--- src/rtl/stack_alu_sequencer.sv ---
// Postfix program sequencer for a stack-based ALU. It stores host tokens, issues one token
// every two cycles, checks each ALU response, then pops the final result for the host.
module stack_alu_sequencer #(
   parameter int unsigned N          = 4,
   parameter int unsigned PROG_DEPTH = 16
) (
   input  logic                          clk,
   input  logic                          rst,
   input  logic                          load_valid,
   input  logic [N+2:0]                  load_token,
   output logic                          load_ready,
   input  logic                          prog_clear,
   input  logic                          start,
   output logic                          busy,
   output logic                          done,
   output logic                          error,
   output logic [$clog2(PROG_DEPTH)-1:0] err_pc,
   output logic signed [N-1:0]           result,
   output logic                          result_ovf,
   output logic [2:0]                    alu_opcode,
   output logic [N-1:0]                  alu_input_data,
   input  logic signed [N-1:0]           alu_output_data,
   input  logic                          alu_overflow,
   input  logic                          alu_success
);

   localparam int unsigned PW = $clog2(PROG_DEPTH);
   localparam int unsigned CW = PW + 1;
   localparam int unsigned TW = N + 3;

   localparam logic [2:0] OP_NOP  = 3'b000;
   localparam logic [2:0] OP_ADD  = 3'b100;
   localparam logic [2:0] OP_MUL  = 3'b101;
   localparam logic [2:0] OP_PUSH = 3'b110;
   localparam logic [2:0] OP_POP  = 3'b111;

   typedef enum logic [2:0] {
      S_IDLE,
      S_ISSUE,
      S_CHECK,
      S_FINAL_POP,
      S_FINAL_CHECK,
      S_DONE
   } state_t;

   state_t               state, state_n;
   logic [TW-1:0]        mem [PROG_DEPTH];
   logic [CW-1:0]        count, count_n;
   logic [PW-1:0]        pc, pc_n;
   logic                 error_n, ovf_n, busy_n, done_n, ready_n;
   logic [PW-1:0]        err_pc_n;
   logic signed [N-1:0]  result_n;
   logic [2:0]           opcode_n;
   logic [N-1:0]         data_n;
   logic [2:0]           cur_op;
   logic [2:0]           nxt_op;
   logic [N-1:0]         nxt_operand;
   logic                 load_fire;

   function automatic logic op_valid(input logic [2:0] op);
      return (op == OP_ADD) || (op == OP_MUL) || (op == OP_PUSH) || (op == OP_POP);
   endfunction

   // prog_clear wins over a simultaneous load
   assign load_fire = load_valid && load_ready && !prog_clear;
   assign cur_op    = mem[pc][TW-1 -: 3];
   assign {nxt_op, nxt_operand} = mem[pc_n];

   // Program memory is intentionally not reset so a program survives between runs
   always_ff @(posedge clk) begin
      if (load_fire) begin
         mem[count[PW-1:0]] <= load_token;
      end
   end

   always_ff @(posedge clk or posedge rst) begin
      if (rst) begin
         state          <= S_IDLE;
         count          <= '0;
         pc             <= '0;
         error          <= 1'b0;
         err_pc         <= '0;
         result         <= '0;
         result_ovf     <= 1'b0;
         busy           <= 1'b0;
         done           <= 1'b0;
         load_ready     <= 1'b1;
         alu_opcode     <= OP_NOP;
         alu_input_data <= '0;
      end else begin
         state          <= state_n;
         count          <= count_n;
         pc             <= pc_n;
         error          <= error_n;
         err_pc         <= err_pc_n;
         result         <= result_n;
         result_ovf     <= ovf_n;
         busy           <= busy_n;
         done           <= done_n;
         load_ready     <= ready_n;
         alu_opcode     <= opcode_n;
         alu_input_data <= data_n;
      end
   end

   // Next-state and status
   always_comb begin
      state_n  = state;
      count_n  = count;
      pc_n     = pc;
      error_n  = error;
      err_pc_n = err_pc;
      result_n = result;
      ovf_n    = result_ovf;
      case (state)
         S_IDLE: begin
            if (prog_clear) begin
               count_n = '0;
            end else if (load_fire) begin
               count_n = count + CW'(1);
            end
            if (start) begin
               error_n = 1'b0;
               ovf_n   = 1'b0;
               pc_n    = '0;
               if (count_n == '0) begin
                  error_n  = 1'b1;
                  err_pc_n = '0;
                  state_n  = S_DONE;
               end else begin
                  state_n = S_ISSUE;
               end
            end
         end
         S_ISSUE: begin
            if (!op_valid(cur_op)) begin
               error_n  = 1'b1;
               err_pc_n = pc;
               state_n  = S_DONE;
            end else begin
               state_n = S_CHECK;
            end
         end
         S_CHECK: begin
            if (!alu_success) begin
               error_n  = 1'b1;
               err_pc_n = pc;
               state_n  = S_DONE;
            end else begin
               if ((cur_op == OP_ADD) || (cur_op == OP_MUL)) begin
                  ovf_n = result_ovf | alu_overflow;
               end
               if (CW'(pc) == count - CW'(1)) begin
                  state_n = S_FINAL_POP;
               end else begin
                  pc_n    = pc + PW'(1);
                  state_n = S_ISSUE;
               end
            end
         end
         S_FINAL_POP: begin
            state_n = S_FINAL_CHECK;
         end
         S_FINAL_CHECK: begin
            if (alu_success) begin
               result_n = alu_output_data;
            end else begin
               error_n  = 1'b1;
               err_pc_n = PW'(PROG_DEPTH - 1);
            end
            state_n = S_DONE;
         end
         S_DONE: begin
            state_n = S_IDLE;
         end
         default: begin
            state_n = S_IDLE;
         end
      endcase
   end

   // Registered outputs follow the state being entered; invalid tokens go out as NOP
   always_comb begin
      opcode_n = OP_NOP;
      data_n   = '0;
      busy_n   = (state_n == S_ISSUE) || (state_n == S_CHECK) ||
                 (state_n == S_FINAL_POP) || (state_n == S_FINAL_CHECK);
      done_n   = (state_n == S_DONE);
      ready_n  = (state_n == S_IDLE) && (count_n < CW'(PROG_DEPTH));
      if ((state_n == S_ISSUE) && op_valid(nxt_op)) begin
         opcode_n = nxt_op;
         if (nxt_op == OP_PUSH) begin
            data_n = nxt_operand;
         end
      end else if (state_n == S_FINAL_POP) begin
         opcode_n = OP_POP;
      end
   end

endmodule

--- config.mk ---
export PLATFORM = sky130hd
export DESIGN_NAME = stack_alu_sequencer
export DESIGN_NICKNAME = d
export VERILOG_FILES = /design/src/rtl/stack_alu_sequencer.sv
export SDC_FILE = /design/constraint.sdc
export NUM_CORES = 1
export LEC_CHECK = 0
export BUFFER_PORTS_ARGS = -buffer_cell sky130_fd_sc_hd__buf_2
export CAP_MARGIN = 20
export CORE_ASPECT_RATIO = 1.5
export CORE_MARGIN = 2
export CORE_UTILIZATION = 45
export CTS_CLUSTER_DIAMETER = 40
export CTS_CLUSTER_SIZE = 28
export DETAILED_ROUTE_END_ITERATION = 7
export RECOVER_POWER = 25
export SKIP_LAST_GASP = 1
export SYNTH_ARGS = -nofsm -noshare
export SYNTH_HDL_FRONTEND = slang
export SYNTH_SLANG_ARGS = --single-unit
--- constraint.sdc ---
create_clock -name clk -period 6.14 [get_ports clk]
set_input_delay 1.535 -clock clk [delete_from_list [all_inputs] [get_ports clk]]
set_output_delay 1.535 -clock clk [all_outputs]
set_load 0.03 [all_outputs]
==> impl_metrics.sql, run 1 <==
INSERT INTO impl_metrics (metric_group, metric, value, unit) VALUES
('timing', 'min_period_over_period', '79.61', '%'),
('clock_tree', 'postCtsSetupBuffers', '0', ''),
('clock_tree', 'post_cts_hold_buffer_count', '0', ''),
('power_and_ir_drop', 'peak_ir_drop_on_the_vdd_network', '0.0002444', 'V'),
('floorplan', 'die_span_in_y', '154.3', 'µm'),
('routing', 'ant_nets', '0', ''),
('timing', 'fin_hold_ws', '0.4788', 'ns'),
('layout', 'finish.net_count', '623', ''),
('timing', 'slew-limit-headroom', '-20.41', '%'),
('timing', 'worst-slew-pin-transition', '1.806', 'ns'),
('setup_path', 'worst_ep_required_time', '6.43', 'ns'),
('floorplan', 'die_x', '104.2', 'µm'),
('synthesis', 'synth.largest_area_cell', 'sky130_fd_sc_hd__edfxtp_1', ''),
('floorplan', 'die_area', '16080', 'µm²'),
('synthesis', 'yosys_most_used_dff', 'sky130_fd_sc_hd__edfxtp_1', ''),
('status', 'run_status', 'finished with violations', ''),
('power_and_ir_drop', 'cellLeakagePower', '2.757', 'nW'),
('synthesis', 'synth_cells', '575', ''),
('synthesis', 'postSynth.asyncResetShare', '22.22', '%'),
('clock_tree', 'cts_sinks', '144', ''),
('layout', 'postLayoutCoreUtil', '51.01', '%'),
('clock_tree', 'clk_pin_slew_worst_paths', '0.06', 'ns'),
('setup_path', 'critical_path_top_delay_cell', 'sky130_fd_sc_hd__nor4_1', ''),
('floorplan', 'placement_rows', '55', ''),
('global_routing', 'grt_util_all_layers', '22.31', '%'),
('status', 'violations_in_the_final_reports', 'capacitance limit, slew limit', ''),
('hold_path', 'min_path_type', 'reg -> reg', ''),
('clock_tree', 'worst_skew_pair.late_latency', '0.42', 'ns'),
('placement', 'placement.cell_area', '7057', 'µm²'),
('placement', 'hpwl', '11.82', 'mm'),
('global_routing', 'first_global_vias', '4748', ''),
('floorplan', 'initial_cell_density_of_the_core', '45.40', '%'),
('clock_tree', 'clock_tree.htree_level_count', '4', ''),
('setup_path', 'setup.worst_path.end_class', 'register', ''),
('setup_path', 'cpPeakStageDelay', '0.63', 'ns'),
('routing', 'detail_route.first_pass.iterations', '5', ''),
('placement', 'routability_congestion', '0.8957', ''),
('clock_tree', 'cts_made_buffers', '17', ''),
('global_routing', 'grt_pass1_wl', '26.56', 'mm'),
('synthesis', 'ys_seq_elements', '144', ''),
('synthesis', 'synth_warnings', '0', ''),
('layout', 'finalInstanceArea', '7617', 'µm²'),
('flow_run', 'drv.max_cap_violation_count', '1', ''),
('routing', 'routed-via-count', '4683', ''),
('synthesis', 'post_synth_instance_area', '6779', 'µm²'),
('timing', 'final_report_max_slew_violation_count', '33', ''),
('setup_path', 'worst-endpoint-arrival', '5.18', 'ns'),
('timing', 'setup_viol_count_final', '0', ''),
('routing', 'avgViaCountPerCell', '5.774', ''),
('clock_tree', 'cts_buffer_depth', '2', ''),
('routing', 'totalWireLength', '17.16', 'mm'),
('timing', 'grt_setup_unrepaired', 'false', ''),
('floorplan', 'core_region_area', '14930', 'µm²'),
('floorplan', 'num_io_pins', '38', ''),
('synthesis', 'synth_area_per_cell', '11.79', 'µm²'),
('layout', 'insertedDiodeCount', '0', ''),
('setup_path', 'critical_path.n_buffers_inverters', '3', ''),
('setup_path', 'worst_path_dominant_cell_family', 'simple AND/OR/NAND/NOR gates', ''),
('clock_tree', 'cts_resized', '0', ''),
('synthesis', 'seq_area_frac_synth', '61.44', '%'),
('synthesis', 'post_synth_edffs', '112', ''),
('routing', 'drtIter0Drc', '364', ''),
('synthesis', 'synthDominantCellAreaShare', '49.61', '%'),
('timing', 'highest_achievable_clock_rate', '204.6', 'MHz'),
('routing', 'drc', '0', ''),
('routing', 'drt-wirelength-per-cell', '21.15', 'µm'),
('setup_path', 'timing.critical_path.cells', 'buf_2 > nor4bb_1 > buf_4 > nor2_1 > a221oi_1 > and3_4 > clkinv_4 > a211oi_1 > a2111oi_1 > nor4_1 > a41o_1 > nor3_1', ''),
('timing', 'report.final.hold_viol_count', '0', ''),
('timing', 'period_needed', '4.888', 'ns'),
('synthesis', 'synth.top_cells.by_area', 'sky130_fd_sc_hd__edfxtp_1 (50%), sky130_fd_sc_hd__dfrtp_1 (11%), sky130_fd_sc_hd__nand2_1 (6.8%)', ''),
('layout', 'drive_above_1_share', '15.36', '%');
worst paths after layout:
| check | cells after the start | endpoint | startpoint | slack (ns) |
|---|---|---|---|---|
| max | 12 | alu_input_data[2]$_DFF_PP0_ | alu_success | 1.25 |
| min | 2 | error$_DFFE_PP0P_ | error$_DFFE_PP0P_ | 0.48 |
| max reg2reg | 10 | alu_input_data[2]$_DFF_PP0_ | state[0]$_DFF_PP0_ | 1.79 |
| min reg2reg | 2 | error$_DFFE_PP0P_ | error$_DFFE_PP0P_ | 0.48 |
| max in group asynchronous | 3 | pc[3]$_DFF_PP0_ | rst | 3.35 |
| min in group asynchronous | 3 | err_pc[1]$_DFFE_PP0P_ | rst | 1.74 |
cells by family (layout without fill, tap and decap cells):
group / after synthesis / in the layout / share of synthesized area [%]
AOI/OAI and AO/OA: 103 / 103 / 10.98
buffers and inverters: 46 / 83 / 3.377
muxes: 22 / 22 / 5.223
DFF: 144 / 144 / 61.44
adders and majority gates: 6 / 6 / 1.071
xor gates and xnor gates: 9 / 9 / 1.163
and+or+nand+nor: 245 / 245 / 16.74
through the flow:
| step | total power, mW | std cells |
|---|---|---|
| after floorplan | 1.955 | 575 |
| after global placement | 2.143 | 780 |
| after detailed placement | 2.160 | 780 |
| after CTS | 3.151 | 811 |
| after global routing | 3.300 | 811 |
| final | 3.133 | 811 |
layout make-up:
cell class	instances	area, µm²
clock buffers	18	429.2
clock inverters	13	138.9
fillers	1319	7316
inverters	12	50.05
multi-input cells	385	2385
flip-flops and latches	144	4165
well taps	199	249.0
repair buffers	40	200.2
registers in the layout, summed over array words and instances, names as in the netlist, 3 cells and up:
| register | flops |
|---|---|
| alu_input_data | 4 |
| alu_opcode | 3 |
| count | 5 |
| err_pc | 4 |
| mem | 112 |
| pc | 4 |
| result | 4 |
| state | 3 |
cells in the mapped netlist, types with 10 or more instances:
cell type / n
sky130_fd_sc_hd__a311oi_1: 16
sky130_fd_sc_hd__dfrtp_1: 31
sky130_fd_sc_hd__mux4_2: 10
sky130_fd_sc_hd__clkbuf_1: 11
sky130_fd_sc_hd__edfxtp_1: 112
sky130_fd_sc_hd__nor2_1: 39
sky130_fd_sc_hd__o21ai_0: 17
sky130_fd_sc_hd__and3_1: 19
sky130_fd_sc_hd__nand2_1: 122
sky130_fd_sc_hd__a21oi_1: 20
sky130_fd_sc_hd__buf_2: 17
sky130_fd_sc_hd__nand3_1: 23
metal layers:
| metal | GRT usage (%) | part of all wire (%) | vias up |
|---|---|---|---|
| met5 | 0 | 0 | - |
| li1 | - | - | 2193 |
| met2 | 40.41 | 53 | 146 |
| met1 | 24.35 | 38 | 2296 |
| met4 | 13.06 | 5.2 | 0 |
| met3 | 4.003 | 4.1 | 48 |
power breakdown:
part           leakage [nW]  internal, mW  total [mW]  switching (mW)
sequential             1.42          1.12        1.21          0.0859
clock                 0.265         0.595       0.989           0.394
combinational          1.07         0.327       0.933           0.606
worst min-delay path, delay by kind of cell, from the launching register on:
kind | cells | cell delay [ns]
DFF | 1 | 0.34
and+or+nand+nor | 2 | 0.10
placed cells by master (no fill, tap or decap), types with 3 or more instances in the layout:
master and instances:
sky130_fd_sc_hd__a311oi_1 16, sky130_fd_sc_hd__dfrtp_1 31, sky130_fd_sc_hd__mux2_2 7, sky130_fd_sc_hd__nor4_1 6, sky130_fd_sc_hd__xor2_1 4, sky130_fd_sc_hd__ha_1 5
sky130_fd_sc_hd__mux2i_1 5, sky130_fd_sc_hd__nor2_1 39, sky130_fd_sc_hd__or3_1 3, sky130_fd_sc_hd__inv_1 9, sky130_fd_sc_hd__nand3_1 23, sky130_fd_sc_hd__clkbuf_1 5
sky130_fd_sc_hd__clkinv_2 3, sky130_fd_sc_hd__clkbuf_16 17, sky130_fd_sc_hd__a21oi_1 20, sky130_fd_sc_hd__a211oi_1 5, sky130_fd_sc_hd__and3_1 19, sky130_fd_sc_hd__edfxtp_1 112
sky130_fd_sc_hd__mux4_2 10, sky130_fd_sc_hd__buf_2 34, sky130_fd_sc_hd__a31oi_1 3, sky130_fd_sc_hd__xnor2_1 5, sky130_fd_sc_hd__nor3_1 7, sky130_fd_sc_hd__o22ai_1 3
sky130_fd_sc_hd__a21o_1 5, sky130_fd_sc_hd__nand2_1 122, sky130_fd_sc_hd__nand2b_1 3, sky130_fd_sc_hd__and2_1 5, sky130_fd_sc_hd__clkinvlp_4 5, sky130_fd_sc_hd__nor2b_1 4
sky130_fd_sc_hd__o211ai_1 7, sky130_fd_sc_hd__o21ai_0 17
Note: power is estimated with default switching activity, not from simulation.
==> run 2: changes to the inputs <==
clock period = 5.1 ns   (was 6.14 ns; I/O delays follow)
==> impl_metrics.sql, run 2 (synthesized netlist as in run 1, its figures left out) <==
INSERT INTO impl_metrics (metric_group, metric, value, unit) VALUES
('clock_tree', 'cts_buffer_depth', '2', ''),
('clock_tree', 'postCtsSetupBuffers', '0', ''),
('floorplan', 'core_region_area', '14930', 'µm²'),
('global_routing', 'global_route.overflow_total', '0', ''),
('routing', 'routed-via-count', '4700', ''),
('routing', 'drt-wirelength-per-cell', '20.87', 'µm'),
('routing', 'totalWireLength', '17.03', 'mm'),
('clock_tree', 'post_cts_hold_buffer_count', '0', ''),
('setup_path', 'worst_ep_required_time', '5.39', 'ns'),
('floorplan', 'initial_cell_density_of_the_core', '45.40', '%'),
('routing', 'ant_nets', '0', ''),
('timing', 'highest_achievable_clock_rate', '244.9', 'MHz'),
('timing', 'setup_slack', '1.016', 'ns'),
('timing', 'tns', '0', 'ns'),
('setup_path', 'worstSetupStartpointType', 'input port', ''),
('placement', 'buffer_ports.inserted', '37', ''),
('clock_tree', 'cts_tree', 'built', ''),
('layout', 'insertedDiodeCount', '0', ''),
('layout', 'layout.cells.most_common_list', 'sky130_fd_sc_hd__nand2_1 (122), sky130_fd_sc_hd__edfxtp_1 (112), sky130_fd_sc_hd__nor2_1 (39)', ''),
('timing', 'worst-slew-pin-transition', '1.777', 'ns'),
('routing', 'drc', '0', ''),
('floorplan', 'die_area', '16080', 'µm²'),
('setup_path', 'setup.worst_path.end_class', 'register', ''),
('clock_tree', 'cts_made_buffers', '17', ''),
('routing', 'drtIter0Drc', '316', ''),
('setup_path', 'crit_fanout', '50', ''),
('placement', 'routability_congestion', '0.8745', ''),
('power_and_ir_drop', 'peak_ir_drop_on_the_vdd_network', '0.0002783', 'V'),
('routing', 'detail_route.first_pass.iterations', '4', ''),
('floorplan', 'placement_rows', '55', ''),
('timing', 'final_report_max_slew_violation_count', '33', ''),
('global_routing', 'first_global_vias', '4617', ''),
('clock_tree', 'cts_resized', '0', ''),
('clock_tree', 'clock-root-buffer', 'sky130_fd_sc_hd__clkbuf_16', ''),
('status', 'run_status', 'finished with violations', ''),
('hold_path', 'min_path_type', 'reg -> reg', ''),
('timing', 'report.final.hold_viol_count', '0', ''),
('layout', 'finalInstanceArea', '7625', 'µm²'),
('setup_path', 'worst-endpoint-arrival', '4.38', 'ns'),
('layout', 'finish.net_count', '627', ''),
('placement', 'placement.cell_area', '7087', 'µm²'),
('timing', 'setup_viol_count_final', '0', ''),
('power_and_ir_drop', 'cellLeakagePower', '2.780', 'nW'),
('flow_run', 'drv.max_cap_violation_count', '1', ''),
('power_and_ir_drop', 'power_per_cell_area', '493.5', 'nW/µm²'),
('layout', 'largest_reg_flops', '112', ''),
('timing', 'period_needed', '4.084', 'ns'),
('global_routing', 'antenna_found_initial', '0', ''),
('timing', 'min_period_over_period', '80.08', '%'),
('floorplan', 'num_io_pins', '38', ''),
('routing', 'avgViaCountPerCell', '5.760', ''),
('floorplan', 'die_x', '104.2', 'µm'),
('power_and_ir_drop', 'report.power.total', '3.763', 'mW'),
('setup_path', 'kind_of_critical_path', 'in -> reg', ''),
('layout', 'flow.area_growth_from_synthesis', '12.48', '%'),
('clock_tree', 'clk_pin_slew_worst_paths', '0.06', 'ns'),
('status', 'violations_in_the_final_reports', 'capacitance limit, slew limit', ''),
('layout', 'drive_above_1_share', '15.88', '%'),
('timing', 'grt_setup_unrepaired', 'false', ''),
('layout', 'final_common_cell', 'sky130_fd_sc_hd__nand2_1', ''),
('global_routing', 'grt_pass1_wl', '26.03', 'mm'),
('clock_tree', 'cts_sinks', '144', ''),
('global_routing', 'grt_start_max_net_pins', '51', ''),
('global_routing', 'grt_util_all_layers', '21.83', '%'),
('placement', 'hpwl', '11.83', 'mm'),
('clock_tree', 'worst_skew_pair.late_latency', '0.43', 'ns'),
('floorplan', 'die_span_in_y', '154.3', 'µm'),
('timing', 'timing.clock.skew', '0.007966', 'ns'),
('clock_tree', 'clock_tree.htree_level_count', '4', ''),
('placement', 'dpl_worst_slack', '0.6873', 'ns'),
('timing', 'slew-limit-headroom', '-18.48', '%');
-- run 2: path summary, 6_finish.rpt --
check | startpoint | endpoint | slack (ns) | depth (start not counted)
worst max-delay path | alu_success | alu_input_data[0]$_DFF_PP0_ | 1.02 | 12
worst min-delay path | err_pc[1]$_DFFE_PP0P_ | err_pc[1]$_DFFE_PP0P_ | 0.49 | 2
worst max register to register | count[0]$_DFFE_PP0P_ | alu_input_data[0]$_DFF_PP0_ | 1.16 | 11
worst min register to register | err_pc[1]$_DFFE_PP0P_ | err_pc[1]$_DFFE_PP0P_ | 0.49 | 2
max in group asynchronous | rst | alu_input_data[0]$_DFF_PP0_ | 2.60 | 3
min in group asynchronous | rst | err_pc[1]$_DFFE_PP0P_ | 1.46 | 3
-- run 2: per-layer routing --
| layer | track usage [%] | vias to the layer above | part of all wire (%) |
|---|---|---|---|
| li1 | - | 2211 | - |
| met1 | 23.80 | 2308 | 38 |
| met2 | 41.60 | 145 | 55 |
| met3 | 3.919 | 36 | 3.7 |
| met4 | 8.559 | 0 | 3.0 |
| met5 | 0 | - | 0 |
-- run 2: stage by stage --
step                      hold slack, ns  utilization [%]  std cells
after floorplan                   0.5446                -        575
after global placement            0.4638            47.46        784
after detailed placement          0.4762            47.46        784
after CTS                         0.4918            51.11        816
after global routing              0.5065            51.06        816
final                             0.4901            51.06        816
-- run 2: power by group --
group          switching [mW]  internal [mW]  total [mW]
combinational           0.750          0.403        1.15
sequential             0.0954           1.35        1.45
clock                   0.492          0.669        1.16
-- run 2: layout make-up --
class / instances / area [µm²]
multi-input combinational: 385 / 2385
inverter: 12 / 50.05
fill: 1323 / 7308
clock inverter: 14 / 116.4
tap: 199 / 249.0
sequential: 144 / 4165
clock buffer: 18 / 429.2
timing repair buffer: 44 / 230.2
-- run 2: worst max-delay path: stages --
cell and delay, ns:
sky130_fd_sc_hd__buf_2 0.12, sky130_fd_sc_hd__nor4bb_1 0.28, sky130_fd_sc_hd__buf_4 0.22, sky130_fd_sc_hd__nor2_1 0.06
sky130_fd_sc_hd__a221oi_1 0.39, sky130_fd_sc_hd__and3_4 0.26, sky130_fd_sc_hd__clkinv_4 0.29, sky130_fd_sc_hd__a211oi_1 0.35
sky130_fd_sc_hd__a2111oi_1 0.10, sky130_fd_sc_hd__nor4_1 0.67, sky130_fd_sc_hd__a41o_1 0.27, sky130_fd_sc_hd__nor3_1 0.09
==> run 3: changes to the inputs <==
clock period = 3.46 ns   (was 5.1 ns; I/O delays follow)
==> impl_metrics.sql, run 3 (synthesized netlist as in run 1, its figures left out) <==
INSERT INTO impl_metrics (metric_group, metric, value, unit) VALUES
('timing', 'report.final.hold_viol_count', '0', ''),
('routing', 'ant_nets', '0', ''),
('setup_path', 'worstSetupStartpointType', 'register', ''),
('global_routing', 'grt_util_met2', '41.01', '%'),
('timing', 'slew-limit-headroom', '-25.72', '%'),
('global_routing', 'first_global_vias', '4858', ''),
('clock_tree', 'clock_tree.htree_level_count', '4', ''),
('layout', 'finalInstanceArea', '7976', 'µm²'),
('setup_path', 'crit_fanout', '12', ''),
('timing', 'tns', '0', 'ns'),
('placement', 'hpwl', '12.70', 'mm'),
('routing', 'avgViaCountPerCell', '5.798', ''),
('timing', 'min_period_over_period', '96.08', '%'),
('timing', 'setup_viol_count_final', '0', ''),
('clock_tree', 'worst_skew_pair.late_latency', '0.43', 'ns'),
('placement', 'buffer_ports.inserted', '37', ''),
('timing', 'timing.clock.skew', '0.01307', 'ns'),
('hold_path', 'timing.hold.worst.start', 'error$_DFFE_PP0P_', ''),
('layout', 'largest_reg_flops', '112', ''),
('setup_path', 'critical_path.n_buffers_inverters', '2', ''),
('global_routing', 'global_route.overflow_total', '0', ''),
('layout', 'insertedDiodeCount', '0', ''),
('hold_path', 'min_path_type', 'reg -> reg', ''),
('global_routing', 'grt_use_met3', '3.877', '%'),
('clock_tree', 'cts_sinks', '144', ''),
('setup_path', 'timing.critical_path.cells', 'or2_1 > o32a_1 > a211oi_4 > or3_1 > mux2_2 > inv_1 > buf_4 > nand2_1 > a311oi_1 > nor4_1 > nor3_1', ''),
('power_and_ir_drop', 'peak_ir_drop_on_the_vdd_network', '0.0004975', 'V'),
('layout', 'layout.cells.most_common_list', 'sky130_fd_sc_hd__nand2_1 (122), sky130_fd_sc_hd__edfxtp_1 (112), sky130_fd_sc_hd__nor2_1 (39)', ''),
('global_routing', 'grt_pass1_wl', '26.81', 'mm'),
('timing', 'final_report_max_slew_violation_count', '33', ''),
('setup_path', 'rr_worst_depth', '11', ''),
('setup_path', 'timing.rr.end', 'alu_input_data[3]$_DFF_PP0_', ''),
('floorplan', 'num_io_pins', '38', ''),
('setup_path', 'worst_path_dominant_cell_family', 'compound AO/OA/AOI/OAI gates', ''),
('hold_path', 'min_delay_path_depth', '2', ''),
('routing', 'totalWireLength', '17.51', 'mm'),
('placement', 'routability_congestion', '0.9882', ''),
('clock_tree', 'clock-root-buffer', 'sky130_fd_sc_hd__clkbuf_16', ''),
('routing', 'drtIter0Drc', '381', ''),
('setup_path', 'setup.worst_path.end_class', 'register', ''),
('floorplan', 'core_region_area', '14930', 'µm²'),
('hold_path', 'hold_path_end', 'error$_DFFE_PP0P_', ''),
('setup_path', 'regToRegStartpoint', 'count[2]$_DFFE_PP0P_', ''),
('setup_path', 'cpPeakStageDelay', '0.51', 'ns'),
('global_routing', 'global_route.peak_usage_layer', 'met2', ''),
('setup_path', 'cp.depth', '11', ''),
('global_routing', 'grt_util_all_layers', '22.27', '%'),
('timing', 'grt_setup_unrepaired', 'false', ''),
('placement', 'placement.cell_area', '7367', 'µm²'),
('setup_path', 'kind_of_critical_path', 'reg -> reg', ''),
('routing', 'drc', '0', ''),
('layout', 'final_common_cell', 'sky130_fd_sc_hd__nand2_1', ''),
('setup_path', 'worst_ep_required_time', '3.79', 'ns'),
('layout', 'drive_above_1_share', '20.74', '%'),
('placement', 'numPlacedInstances', '818', ''),
('routing', 'detail_route.first_pass.iterations', '6', ''),
('global_routing', 'met1_usage', '23.94', '%'),
('flow_run', 'drv.max_cap_violation_count', '1', ''),
('floorplan', 'die_area', '16080', 'µm²'),
('routing', 'routed-via-count', '4928', ''),
('setup_path', 'r2r_slack', '0.14', 'ns'),
('power_and_ir_drop', 'power_per_cell_area', '731.8', 'nW/µm²'),
('clock_tree', 'cts_tree', 'built', ''),
('floorplan', 'placement_rows', '55', ''),
('global_routing', 'antenna_found_initial', '0', ''),
('timing', 'worst-slew-pin-transition', '1.886', 'ns'),
('routing', 'drt-wirelength-per-cell', '20.60', 'µm'),
('timing', 'setup_slack', '0.1355', 'ns'),
('clock_tree', 'cts_buffer_depth', '2', ''),
('global_routing', 'grt_start_max_net_pins', '33', ''),
('timing', 'period_needed', '3.325', 'ns'),
('floorplan', 'die_span_in_y', '154.3', 'µm'),
('floorplan', 'initial_cell_density_of_the_core', '45.40', '%'),
('status', 'violations_in_the_final_reports', 'capacitance limit, slew limit', ''),
('layout', 'finish.net_count', '661', ''),
('timing', 'highest_achievable_clock_rate', '300.8', 'MHz'),
('clock_tree', 'clk_pin_slew_worst_paths', '0.07', 'ns'),
('setup_path', 'worst-endpoint-arrival', '3.66', 'ns'),
('clock_tree', 'post_cts_hold_buffer_count', '0', ''),
('status', 'run_status', 'finished with violations', ''),
('layout', 'finish.cell_count_without_fillers', '850', ''),
('clock_tree', 'cts_made_buffers', '17', ''),
('floorplan', 'die_x', '104.2', 'µm'),
('setup_path', 'critical_path_top_delay_cell', 'sky130_fd_sc_hd__dfrtp_1', ''),
('power_and_ir_drop', 'cellLeakagePower', '2.992', 'nW'),
('layout', 'flow.area_growth_from_synthesis', '17.66', '%'),
('placement', 'dpl_worst_slack', '-0.1114', 'ns');
==> run 3: changes by cell type in the layout (fill, tap and decap cells not counted), moves of 2 or more <==
cell / previous run / this run
sky130_fd_sc_hd__buf_12: 0 / 2
sky130_fd_sc_hd__buf_4: 6 / 38
sky130_fd_sc_hd__inv_8: 1 / 5
sky130_fd_sc_hd__inv_6: 2 / 5
sky130_fd_sc_hd__clkinvlp_4: 2 / 0
sky130_fd_sc_hd__clkinv_2: 6 / 0
==> run 3: cell type report <==
cell class	count	area (µm²)
Fill cell	1301	6957
Sequential cell	144	4165
Multi-Input combinational cell	385	2410
Timing Repair Buffer	78	509.2
Clock buffer	18	429.2
Tap cell	199	249.0
Clock inverter	14	163.9
Inverter	12	50.05
==> run 3: tightest hold or removal path: stages, from the launching register on <==
cell,delay [ns]
sky130_fd_sc_hd__dfrtp_1,0.34
sky130_fd_sc_hd__nand2_1,0.05
sky130_fd_sc_hd__nand2_1,0.05
==> run 3: power breakdown <==
part	internal [mW]	total, mW	switching (mW)
Sequential	2.00	2.09	0.0927
Clock	1.03	1.84	0.806
Combinational	0.719	1.91	1.19
==> run 3: worst max path at each step <==
stage | start | endpoint
finish | count[2]$_DFFE_PP0P_ | alu_input_data[3]$_DFF_PP0_
global route | count[2]$_DFFE_PP0P_ | alu_input_data[0]$_DFF_PP0_
CTS | count[2]$_DFFE_PP0P_ | alu_input_data[3]$_DFF_PP0_
detailed placement | alu_success | alu_input_data[3]$_DFF_PP0_
global placement | alu_success | alu_input_data[1]$_DFF_PP0_
floorplan | start | alu_input_data[0]$_DFF_PP0_
==> run 3: timing repair <==
item                       in CTS  in global routing
setup endpoints to repair       0                  4
buffers inserted                0                  0
resized for setup               0                  4
==> run 3: through the flow <==
step	utilization, %	power, mW	hold WS [ns]
after detailed placement	49.33	4.012	0.4594
final	53.41	5.837	0.4721
after floorplan	-	3.469	0.5446
after CTS	53.31	5.845	0.4762
after global routing	53.41	6.118	0.5269
after global placement	49.33	3.980	0.4608
==> run 3: layer usage <==
layer	vias up	wire (µm)	part of all wire (%)
met5	-	0	0
met4	0	892	5.1
met3	56	754	4.3
met2	183	9416	54
met1	2413	6445	37
li1	2276	-	-
